## config.mk

```make
export PLATFORM = sky130hd
export DESIGN_NAME = or1200_vlx_store_ctrl
export DESIGN_NICKNAME = d
export VERILOG_FILES = /design/src/rtl/or1200_vlx_pkg.sv /design/src/rtl/or1200_vlx_byte_fifo.sv /design/src/rtl/or1200_vlx_store_ctrl.sv
export SDC_FILE = /design/constraint.sdc
export NUM_CORES = 1
export LEC_CHECK = 0
export ABC_AREA = 0
export CORE_MARGIN = 10
export CORE_UTILIZATION = 35
export DETAILED_ROUTE_END_ITERATION = 16
export GPL_TIMING_DRIVEN = 1
export PLACE_DENSITY = 0.71
export SYNTH_ARGS = -nofsm -noshare
export SYNTH_HDL_FRONTEND = slang
export SYNTH_SLANG_ARGS = --single-unit
```

## constraint.sdc

```tcl
create_clock -name clk_i -period 3.2 [get_ports clk_i]
set_input_delay 0.48 -clock clk_i [delete_from_list [all_inputs] [get_ports clk_i]]
set_output_delay 0.48 -clock clk_i [all_outputs]
set_load 0.01 [all_outputs]
```

## src/rtl/or1200_vlx_pkg.sv

```systemverilog
// Shared types and constants for the VLX store controller.
package or1200_vlx_pkg;

    typedef enum logic [1:0] {
        IDLE   = 2'd0,
        VLX_ST = 2'd1,
        LSU_ST = 2'd2
    } vlx_state_e;

    localparam logic [7:0]  JPEG_STUFF_BYTE = 8'hFF;
    localparam logic [7:0]  JPEG_STUFF_PAD  = 8'h00;
    localparam logic [31:0] VLX_RST_ADDR    = 32'h0383c1d0;

endpackage

```

## src/rtl/or1200_vlx_byte_fifo.sv

```systemverilog
// Byte FIFO accepting one or two bytes per cycle, popping at most one.
module or1200_vlx_byte_fifo #(
    parameter int DEPTH = 4
) (
    input  logic                     clk_i,
    input  logic                     rst_i,
    input  logic                     push_i,
    input  logic                     push_two_i,
    input  logic [7:0]               din0_i,
    input  logic [7:0]               din1_i,
    input  logic                     pop_i,
    output logic [7:0]               head_o,
    output logic [$clog2(DEPTH):0]   count_o
);
    localparam int AW = $clog2(DEPTH);

    logic [7:0]    mem_q [DEPTH];
    logic [AW-1:0] wr_q, rd_q, wr_d, rd_d;
    logic [AW:0]   cnt_q, cnt_d, n_push, n_pop;

    always_comb begin
        n_push = '0;
        if (push_i) n_push = push_two_i ? (AW+1)'(2) : (AW+1)'(1);
        n_pop  = pop_i ? (AW+1)'(1) : '0;
        cnt_d  = cnt_q + n_push - n_pop;
        wr_d   = wr_q + n_push[AW-1:0];
        rd_d   = rd_q + n_pop[AW-1:0];
    end

    always_ff @(posedge clk_i) begin
        if (rst_i) begin
            wr_q  <= '0;
            rd_q  <= '0;
            cnt_q <= '0;
        end else begin
            wr_q  <= wr_d;
            rd_q  <= rd_d;
            cnt_q <= cnt_d;
        end
    end

    // Storage needs no reset; the count alone defines which entries are valid.
    always_ff @(posedge clk_i) begin
        if (push_i) begin
            mem_q[wr_q] <= din0_i;
            if (push_two_i) mem_q[wr_q + AW'(1)] <= din1_i;
        end
    end

    assign head_o  = mem_q[rd_q];
    assign count_o = cnt_q;

endmodule

```

## src/rtl/or1200_vlx_store_ctrl.sv

```systemverilog
// Arbitrates the single store port between the VLX byte stream and the LSU,
// with JPEG byte stuffing, output address counter and flush handshake.
module or1200_vlx_store_ctrl
    import or1200_vlx_pkg::*;
#(
    parameter int          FIFO_DEPTH = 4,
    parameter int          HI_WATER   = 3,
    parameter logic [31:0] RST_ADDR   = VLX_RST_ADDR
) (
    input  logic        clk_i,
    input  logic        rst_i,
    input  logic        vlx_byte_valid_i,
    input  logic [7:0]  vlx_byte_i,
    output logic        vlx_byte_ready_o,
    input  logic        flush_i,
    output logic        flush_done_o,
    input  logic        base_addr_wr_i,
    input  logic [31:0] base_addr_i,
    output logic [31:0] vlx_addr_o,
    input  logic        lsu_req_i,
    input  logic [31:0] lsu_addr_i,
    input  logic [31:0] lsu_dat_i,
    input  logic        lsu_byte_i,
    output logic        lsu_gnt_o,
    output logic        lsu_ack_o,
    output logic        st_req_o,
    output logic [31:0] st_addr_o,
    output logic [31:0] st_dat_o,
    output logic        st_byte_o,
    input  logic        ack_i,
    output logic        stall_cpu_o,
    output logic        busy_o
);
    localparam int CW = $clog2(FIFO_DEPTH) + 1;

    vlx_state_e    state_q;
    logic [31:0]   addr_q, addr_d;
    logic          flush_pend_q, flush_pend_d;
    logic [CW-1:0] count;
    logic [7:0]    head;
    logic          push, push_two, pop, fifo_empty, hi_water;

    // Ready needs room for a worst-case stuffed pair.
    assign vlx_byte_ready_o = (count <= CW'(FIFO_DEPTH - 2));
    assign push             = vlx_byte_valid_i & vlx_byte_ready_o;
    assign push_two         = (vlx_byte_i == JPEG_STUFF_BYTE);
    assign pop              = (state_q == VLX_ST) & ack_i;
    assign fifo_empty       = (count == '0);
    assign hi_water         = (count >= CW'(HI_WATER));

    or1200_vlx_byte_fifo #(.DEPTH(FIFO_DEPTH)) u_fifo (
        .clk_i      (clk_i),
        .rst_i      (rst_i),
        .push_i     (push),
        .push_two_i (push_two),
        .din0_i     (vlx_byte_i),
        .din1_i     (JPEG_STUFF_PAD),
        .pop_i      (pop),
        .head_o     (head),
        .count_o    (count)
    );

    always_ff @(posedge clk_i) begin
        if (rst_i) begin
            state_q <= IDLE;
        end else begin
            case (state_q)
                IDLE: begin
                    if (hi_water && !fifo_empty) state_q <= VLX_ST;
                    else if (lsu_req_i)          state_q <= LSU_ST;
                    else if (!fifo_empty)        state_q <= VLX_ST;
                end
                VLX_ST:  if (ack_i) state_q <= IDLE;
                LSU_ST:  if (ack_i) state_q <= IDLE;
                default: state_q <= IDLE;
            endcase
        end
    end

    always_comb begin
        st_req_o  = 1'b0;
        st_addr_o = '0;
        st_dat_o  = '0;
        st_byte_o = 1'b0;
        lsu_gnt_o = 1'b0;
        lsu_ack_o = 1'b0;
        case (state_q)
            VLX_ST: begin
                st_req_o  = 1'b1;
                st_addr_o = addr_q;
                st_dat_o  = {24'b0, head};
                st_byte_o = 1'b1;
            end
            LSU_ST: begin
                st_req_o  = lsu_req_i;
                st_addr_o = lsu_addr_i;
                st_dat_o  = lsu_dat_i;
                st_byte_o = lsu_byte_i;
                lsu_gnt_o = 1'b1;
                lsu_ack_o = ack_i;
            end
            default: ;
        endcase
    end

    assign busy_o       = !fifo_empty | (state_q == VLX_ST) | flush_pend_q;
    assign flush_done_o = flush_pend_q & fifo_empty & (state_q == IDLE);
    assign stall_cpu_o  = ~vlx_byte_ready_o | flush_pend_q;
    assign vlx_addr_o   = addr_q;

    always_comb begin
        flush_pend_d = flush_done_o ? 1'b0 : (flush_pend_q | flush_i);
        addr_d       = addr_q;
        if (pop)                           addr_d = addr_q + 32'd1;
        else if (base_addr_wr_i && !busy_o) addr_d = base_addr_i;
    end

    always_ff @(posedge clk_i) begin
        if (rst_i) begin
            addr_q       <= RST_ADDR;
            flush_pend_q <= 1'b0;
        end else begin
            addr_q       <= addr_d;
            flush_pend_q <= flush_pend_d;
        end
    end

endmodule

```

==> flow_summary_export.csv, run 1 <==
group,metric,value,unit
flow_run,drv_cap,0,
logic_synthesis,synth_top_family_by_area,"simple AND/OR/NAND/NOR gates",
die,core,12600,um2
worst_setup_path,rr_worst_depth,8,
die,die_w,133,um
sta,finalSetupTns,0,ps
routing,drt-initial-drc-count,369,
pwr,combPwrFrac,0.502,
sta,min_period,2920,ps
sta,hold_viol_final,0,
worst_setup_path,r2r_slack,460,ps
worst_setup_path,worstPathRequired,2720,ps
place,dp_cells,925,
worst_setup_path,critPathLaunchType,"register",
worst_setup_path,arrival,2440,ps
routing,top_layer,"met5",
worst_setup_path,endpoint_kind,"primary output",
clock_network,htree_levels,3,
pwr,leakage,2.70,nW
die,dieArea,17700,um2
worst_setup_path,rr_endpoint,"vlx_addr_o[21]",
logic_synthesis,synth.area.top_cells,"dfxtp_1, nor2_1, mux2i_1, a22oi_1, mux4_2",
worst_hold_path,min_from,"state_q[1]",
logic_synthesis,synthSimpleGateAreaFrac,0.275,
logic_synthesis,avgSynthCellArea,8.01,um2
clock_network,post_cts_buffers,0,
logic_synthesis,synth_cells,559,
clock_network,cts-root-buf,"clkbuf_16",
cells_and_area,fillerInstances,1156,
logic_synthesis,synthFlopType,"dfxtp_1",
routing,post-route-drc-count,0,
routing,wl_per_cell,19.3,um
pwr,p_sw,2.13,mW
sta,skew,9.96,ps
worst_setup_path,crit-reg2reg-launch,"state_q[1]",
logic_synthesis,synth_nets,681,
sta,worst_pin_slew,845,ps
global_route,grt_use_total,0.193,
routing,dr.pass1.iters,5,
logic_synthesis,synth.top_cell.area_share,0.331,
worst_setup_path,path_cells,"mux4_2 > a22oi_1 > nor2_1 > clkdlybuf4s50_1",
clock_network,cts_buffers,9,
clock_network,cts.sinks,74,
worst_setup_path,path_class,"reg -> out",
pwr,swShare,0.397,
cells_and_area,mostFrequentLayoutCell,"clkdlybuf4s50_1",
sta,rsz0062_at_grt,"no",
cells_and_area,layout-drive-gt1-share,0.0677,
worst_setup_path,crit_slowest_cell,"dfxtp_1",
pwr,power.total,5.37,mW
logic_synthesis,yosys.area_share.adder,0.0296,
routing,wl_met2,9260,um
worst_setup_path,slowest_delay,780,ps
global_route,grt_pass1_wl,28200,um
global_route,antenna_found_initial,2,
logic_synthesis,synth_xor_area_frac,0.0117,
logic_synthesis,yosysTopAreaCell,"dfxtp_1",
global_route,grt_pass1_vias,5283,
die,ioPinCount,216,
logic_synthesis,ys_warn_count,0,
place,hpwl,14000,um
worst_hold_path,hp-class,"reg -> reg",
logic_synthesis,netlist_area,4480,um2
global_route,grt_max_degree,58,
clock_network,cts_tree,"yes",
routing,ant_nets,0,
sta,drv_slew,0,
routing,via_per_inst,5.46,
sta,fmax,0.342,GHz
clock_network,cts_buffer_depth,2,
pwr,pwr-share-seq,0.313,
global_route,grt_overflow,0,
routing,dr_wl_met3,1170,um
cells_and_area,nNetsFinal,886,
sta,relSlewSlack,0.436,
clock_network,hold_buffers,0,
clock_network,post_cts_resized,0,
sta,min_period_over_period,0.913,
die,die_height,133,um
logic_synthesis,synth_compound_area_frac,0.191,
pwr,p_clk_frac,0.185,
place,port_buffers,215,
logic_synthesis,ys_types,52,
pwr,p_per_area,753,nW/um2
routing,num_vias,5136,
routing,wl,18100,um
pwr,p_int,3.24,mW
logic_synthesis,synth_edf_count,0,
routing,wl_met1,7510,um
die,rows,41,
logic_synthesis,synthArstFlopShare,0,
sta,setup_viol,0,
cells_and_area,final_util,0.568,
clock_network,clk_latency,330,ps
place,gp_congestion,0.831,
cells_and_area,synthToLayoutAreaGrowth,59.4,%
die,start_util,0.356,
status,status,"finished, final reports clean",
worst_hold_path,hold_path_depth,2,
pwr,ir_worst_vdd,0.404,mV
logic_synthesis,synthMuxAreaShare,0.116,
cells_and_area,final_cell_mix,"clkdlybuf4s50_1, nor2_1, dfxtp_1, a22oi_1, nand2_1",
worst_hold_path,worstHoldEndpoint,"state_q[1]",
worst_setup_path,worstPathMaxFanout,9,
logic_synthesis,synth-seq-cells,74,
clock_network,clk_pin_slew,60,ps
worst_setup_path,crit_family,"flip-flops",
logic_synthesis,synth-seq-area-share,0.331,
cells_and_area,stdcell_count,941,
worst_setup_path,cp_num_buf_inv,1,
==> cells in the mapped netlist, types with 2 or more instances <==
master	n
a211o_1	2
a211oi_1	3
a21oi_1	26
a221oi_1	2
a22oi_1	40
a31oi_1	10
and2_1	27
and3_1	6
and4_1	4
buf_1	5
clkbuf_1	34
dfxtp_1	74
ha_1	9
inv_1	13
mux2i_1	34
mux4_2	8
nand2_1	37
nand3_1	14
nand4_1	12
nand4b_1	2
nor2_1	95
nor2b_1	5
nor3_1	13
nor3b_1	2
nor4_1	6
o211ai_1	7
o21ai_0	11
o21bai_1	4
o22ai_1	4
o311ai_0	7
or2_2	4
or3_1	9
or4_1	7
xnor2_1	5
==> tightest hold or removal path, delay by kind of cell, from the launching register on <==
kind               cells  cell delay [ps]
AOI/OAI and AO/OA      1               50
and+or+nand+nor        1               70
DFF                    1              330
==> registers in the layout (all words and copies together), names as in the netlist <==
register,count
u_fifo.mem_q,32
vlx_addr_o,32
u_fifo.count_o,3
state_q,2
u_fifo.rd_q,2
u_fifo.wr_q,2
flush_pend_q,1
==> cell type report <==
cell class	count	area, um2	share of cell area
clock buffer	10	229	0.0321
tap	172	215	0.0302
multi-input combinational	431	2800	0.392
inverter	14	52.6	0.00737
sequential	74	1480	0.208
timing repair buffer	234	2300	0.323
clock inverter	5	56.3	0.00789
antenna	1	2.50	0.000351
==> power groups by stage <==
stage,clock network (mW),registers (mW),logic [mW]
floorplan,0,1.59,1.48
global placement,0,1.65,2.63
detailed placement,0,1.69,2.73
CTS,1.00,1.67,2.74
global route,1.05,1.73,2.95
finish,0.994,1.68,2.70
==> through the flow <==
| step | setup WS, ps | instance area [um2] | hold slack [ps] |
|---|---|---|---|
| after floorplan | 379 | 4480 | 449 |
| final | 279 | 7130 | 496 |
| after CTS | 251 | 7130 | 500 |
| after global placement | 121 | 6850 | 461 |
| after global routing | 124 | 7130 | 507 |
| after detailed placement | 44.8 | 6850 | 486 |
==> per-layer routing <==
metal  track usage  vias to the layer above
li1              -                     2463
met1         0.219                     2479
met2         0.353                      170
met3        0.0530                       22
met4        0.0391                        2
met5             0                        -
==> how the worst max path moves through the flow <==
stage                    from           endpoint  slack (ps)  depth (start not counted)
3_5_place_dp    vlx_byte_i[6]  u_fifo.count_o[2]          40                         10
2_1_floorplan      state_q[1]  u_fifo.count_o[2]         380                         14
4_1_cts        u_fifo.rd_q[0]        st_dat_o[2]         250                          4
5_1_grt        u_fifo.rd_q[0]        st_dat_o[2]         120                          4
3_3_place_gp    vlx_byte_i[5]  u_fifo.count_o[2]         120                         10
6_report       u_fifo.rd_q[0]        st_dat_o[0]         280                          4
==> logic make-up (layout without fill, tap and decap cells) <==
logic type	after synthesis	after routing
compound gates	125	125
flops	74	74
mux	42	42
simple gates	248	248
fa+ha+maj	10	10
other cells	0	1
xor+xnor	6	6
buf+inv	54	263
No activity file was read; power rests on OpenSTA's default activity.
==> inputs of run 2 (changes only) <==
--- a/config.mk
+++ b/config.mk
@@ -6,7 +6,6 @@
 export NUM_CORES = 1
 export LEC_CHECK = 0
 export ABC_AREA = 0
-export CORE_MARGIN = 10
 export CORE_UTILIZATION = 35
 export DETAILED_ROUTE_END_ITERATION = 16
 export GPL_TIMING_DRIVEN = 1
==> run 2 against run 1 <==
Die area fell by 25%. Cell area is 0.42% higher. Sequential power about the same. Via count shrank 0.80%. First-iteration DRC count down 30%. Routed wire length down 11%. Global-route usage increased by 4.9 points. Non-clock buffer count is 1 higher. Sequential share of layout area is 0.087 points lower. Fmax up 2.2%. Largest power group unchanged. Combinational power shrank 2%. Worst setup slack improved by 63 ps.
==> flow_summary_export.csv, run 2 (same netlist as run 1, synthesis figures left out) <==
group,metric,value,unit
status,status,"finished, final reports clean",
routing,drt-initial-drc-count,259,
global_route,grt_use_met2,0.455,
worst_setup_path,path_class,"reg -> out",
sta,worst_pin_slew,923,ps
sta,min_period_over_period,0.893,
sta,hold_viol_final,0,
pwr,ir_worst_vdd,0.407,mV
pwr,leakage,2.72,nW
clock_network,cts_tree,"yes",
die,die_height,115,um
worst_setup_path,worstPathRequired,2720,ps
sta,relSlewSlack,0.382,
place,gp_congestion,0.852,
cells_and_area,mostFrequentLayoutCell,"clkdlybuf4s50_1",
worst_setup_path,critPathLaunchType,"register",
sta,setup_viol,0,
clock_network,hold_buffers,0,
clock_network,cts_buffers,9,
routing,post-route-drc-count,0,
pwr,power.total,5.43,mW
sta,drv_slew,0,
global_route,antenna_found_initial,0,
worst_setup_path,worstPathMaxFanout,23,
global_route,grt_use_met1,0.262,
global_route,use_met3,0.0696,
clock_network,clk_latency,340,ps
cells_and_area,stdcell_count,938,
pwr,p_clk_frac,0.206,
pwr,p_int,3.34,mW
global_route,grt_pass1_wl,24900,um
worst_setup_path,arrival,2380,ps
die,core,12300,um2
cells_and_area,synthToLayoutAreaGrowth,60.1,%
clock_network,cts-root-buf,"clkbuf_16",
die,ioPinCount,216,
place,hpwl,12200,um
routing,wl_per_cell,17.2,um
place,place_ws,69.1,ps
sta,skew,7.90,ps
die,start_util,0.365,
die,dieArea,13200,um2
routing,ant_nets,0,
routing,via_per_inst,5.43,
flow_run,drv_cap,0,
place,port_buffers,215,
die,rows,40,
worst_setup_path,crit_slowest_cell,"clkdlybuf4s50_1",
die,die_w,115,um
worst_setup_path,path_cells,"inv_1 > ha_2 > buf_4 > a22oi_1 > nor2_1 > clkdlybuf4s50_1",
cells_and_area,nNetsFinal,887,
global_route,grt_overflow,0,
cells_and_area,final_util,0.584,
sta,fmax,0.350,GHz
clock_network,post_cts_buffers,0,
sta,rsz0062_at_grt,"no",
place,dp_cells,922,
cells_and_area,register_area,1480,um2
clock_network,cts_buffer_depth,2,
sta,fin_ws,342,ps
cells_and_area,fillerInstances,1104,
clock_network,clk_pin_slew,60,ps
cells_and_area,antenna-diode-count,0,
worst_setup_path,slowest_delay,570,ps
global_route,grt_max_degree,47,
global_route,top_usage_layer,"met2",
cells_and_area,multi_input_area,2800,um2
worst_hold_path,hp-class,"reg -> reg",
sta,finalSetupTns,0,ps
routing,num_vias,5095,
global_route,grt_use_total,0.242,
routing,dr.pass1.iters,5,
clock_network,post_cts_resized,0,
worst_setup_path,endpoint_kind,"primary output",
cells_and_area,final_cell_mix,"clkdlybuf4s50_1, nor2_1, dfxtp_1, a22oi_1, nand2_1",
clock_network,htree_levels,3,
worst_setup_path,crit_family,"buffers and inverters",
sta,min_period,2860,ps
global_route,grt_pass1_vias,5005,
routing,wl,16100,um
worst_setup_path,cp_num_buf_inv,3,
clock_network,cts.sinks,74,
pwr,swShare,0.385,
cells_and_area,layout-drive-gt1-share,0.0714,
pwr,p_sw,2.09,mW
pwr,combPwrFrac,0.486,
pwr,pwr-share-seq,0.307,
pwr,p_per_area,758,nW/um2
==> run 2: area by class of cell <==
class                   count  share of cell area
multi-input cells         431               0.390
repair buffers            235               0.321
flip-flops and latches     74               0.207
clock buffers              10              0.0334
well taps                 168              0.0293
clock inverters             6              0.0124
inverters                  14             0.00733
==> run 2: final timing paths <==
check,start,endpoint,slack (ps),cells past startpoint
setup / recovery,state_q[1],st_addr_o[2],340,6
hold / removal,state_q[1],state_q[1],490,2
setup reg to reg,state_q[1],vlx_addr_o[21],510,8
hold reg to reg,state_q[1],state_q[1],490,2
==> run 2: worst register-to-register path, delay by kind of cell (launching register included) <==
| kind | cells | cell delay, ps |
|---|---|---|
| compound gates | 1 | 160 |
| flops | 1 | 330 |
| buf+inv | 3 | 540 |
| fa+ha+maj | 1 | 450 |
| simple gates | 3 | 1130 |
==> run 2: through the flow <==
step	area (um2)	hold slack, ps
finish	7160	488
global route	7160	516
CTS	7160	485
detailed placement	6840	476
global placement	6840	462
floorplan	4480	449
==> run 2: routing by layer <==
metal	vias up	routed length, um
met5	-	0
met1	2430	6230
met3	17	1170
met2	194	8520
met4	0	176
li1	2454	-
==> run 2: power groups by stage <==
stage,Sequential [mW],Combinational [mW],Clock (mW)
final,1.67,2.64,1.12
after global routing,1.73,2.90,1.17
after CTS,1.66,2.67,1.13
after detailed placement,1.68,2.66,0
after global placement,1.65,2.59,0
after floorplan,1.59,1.48,0
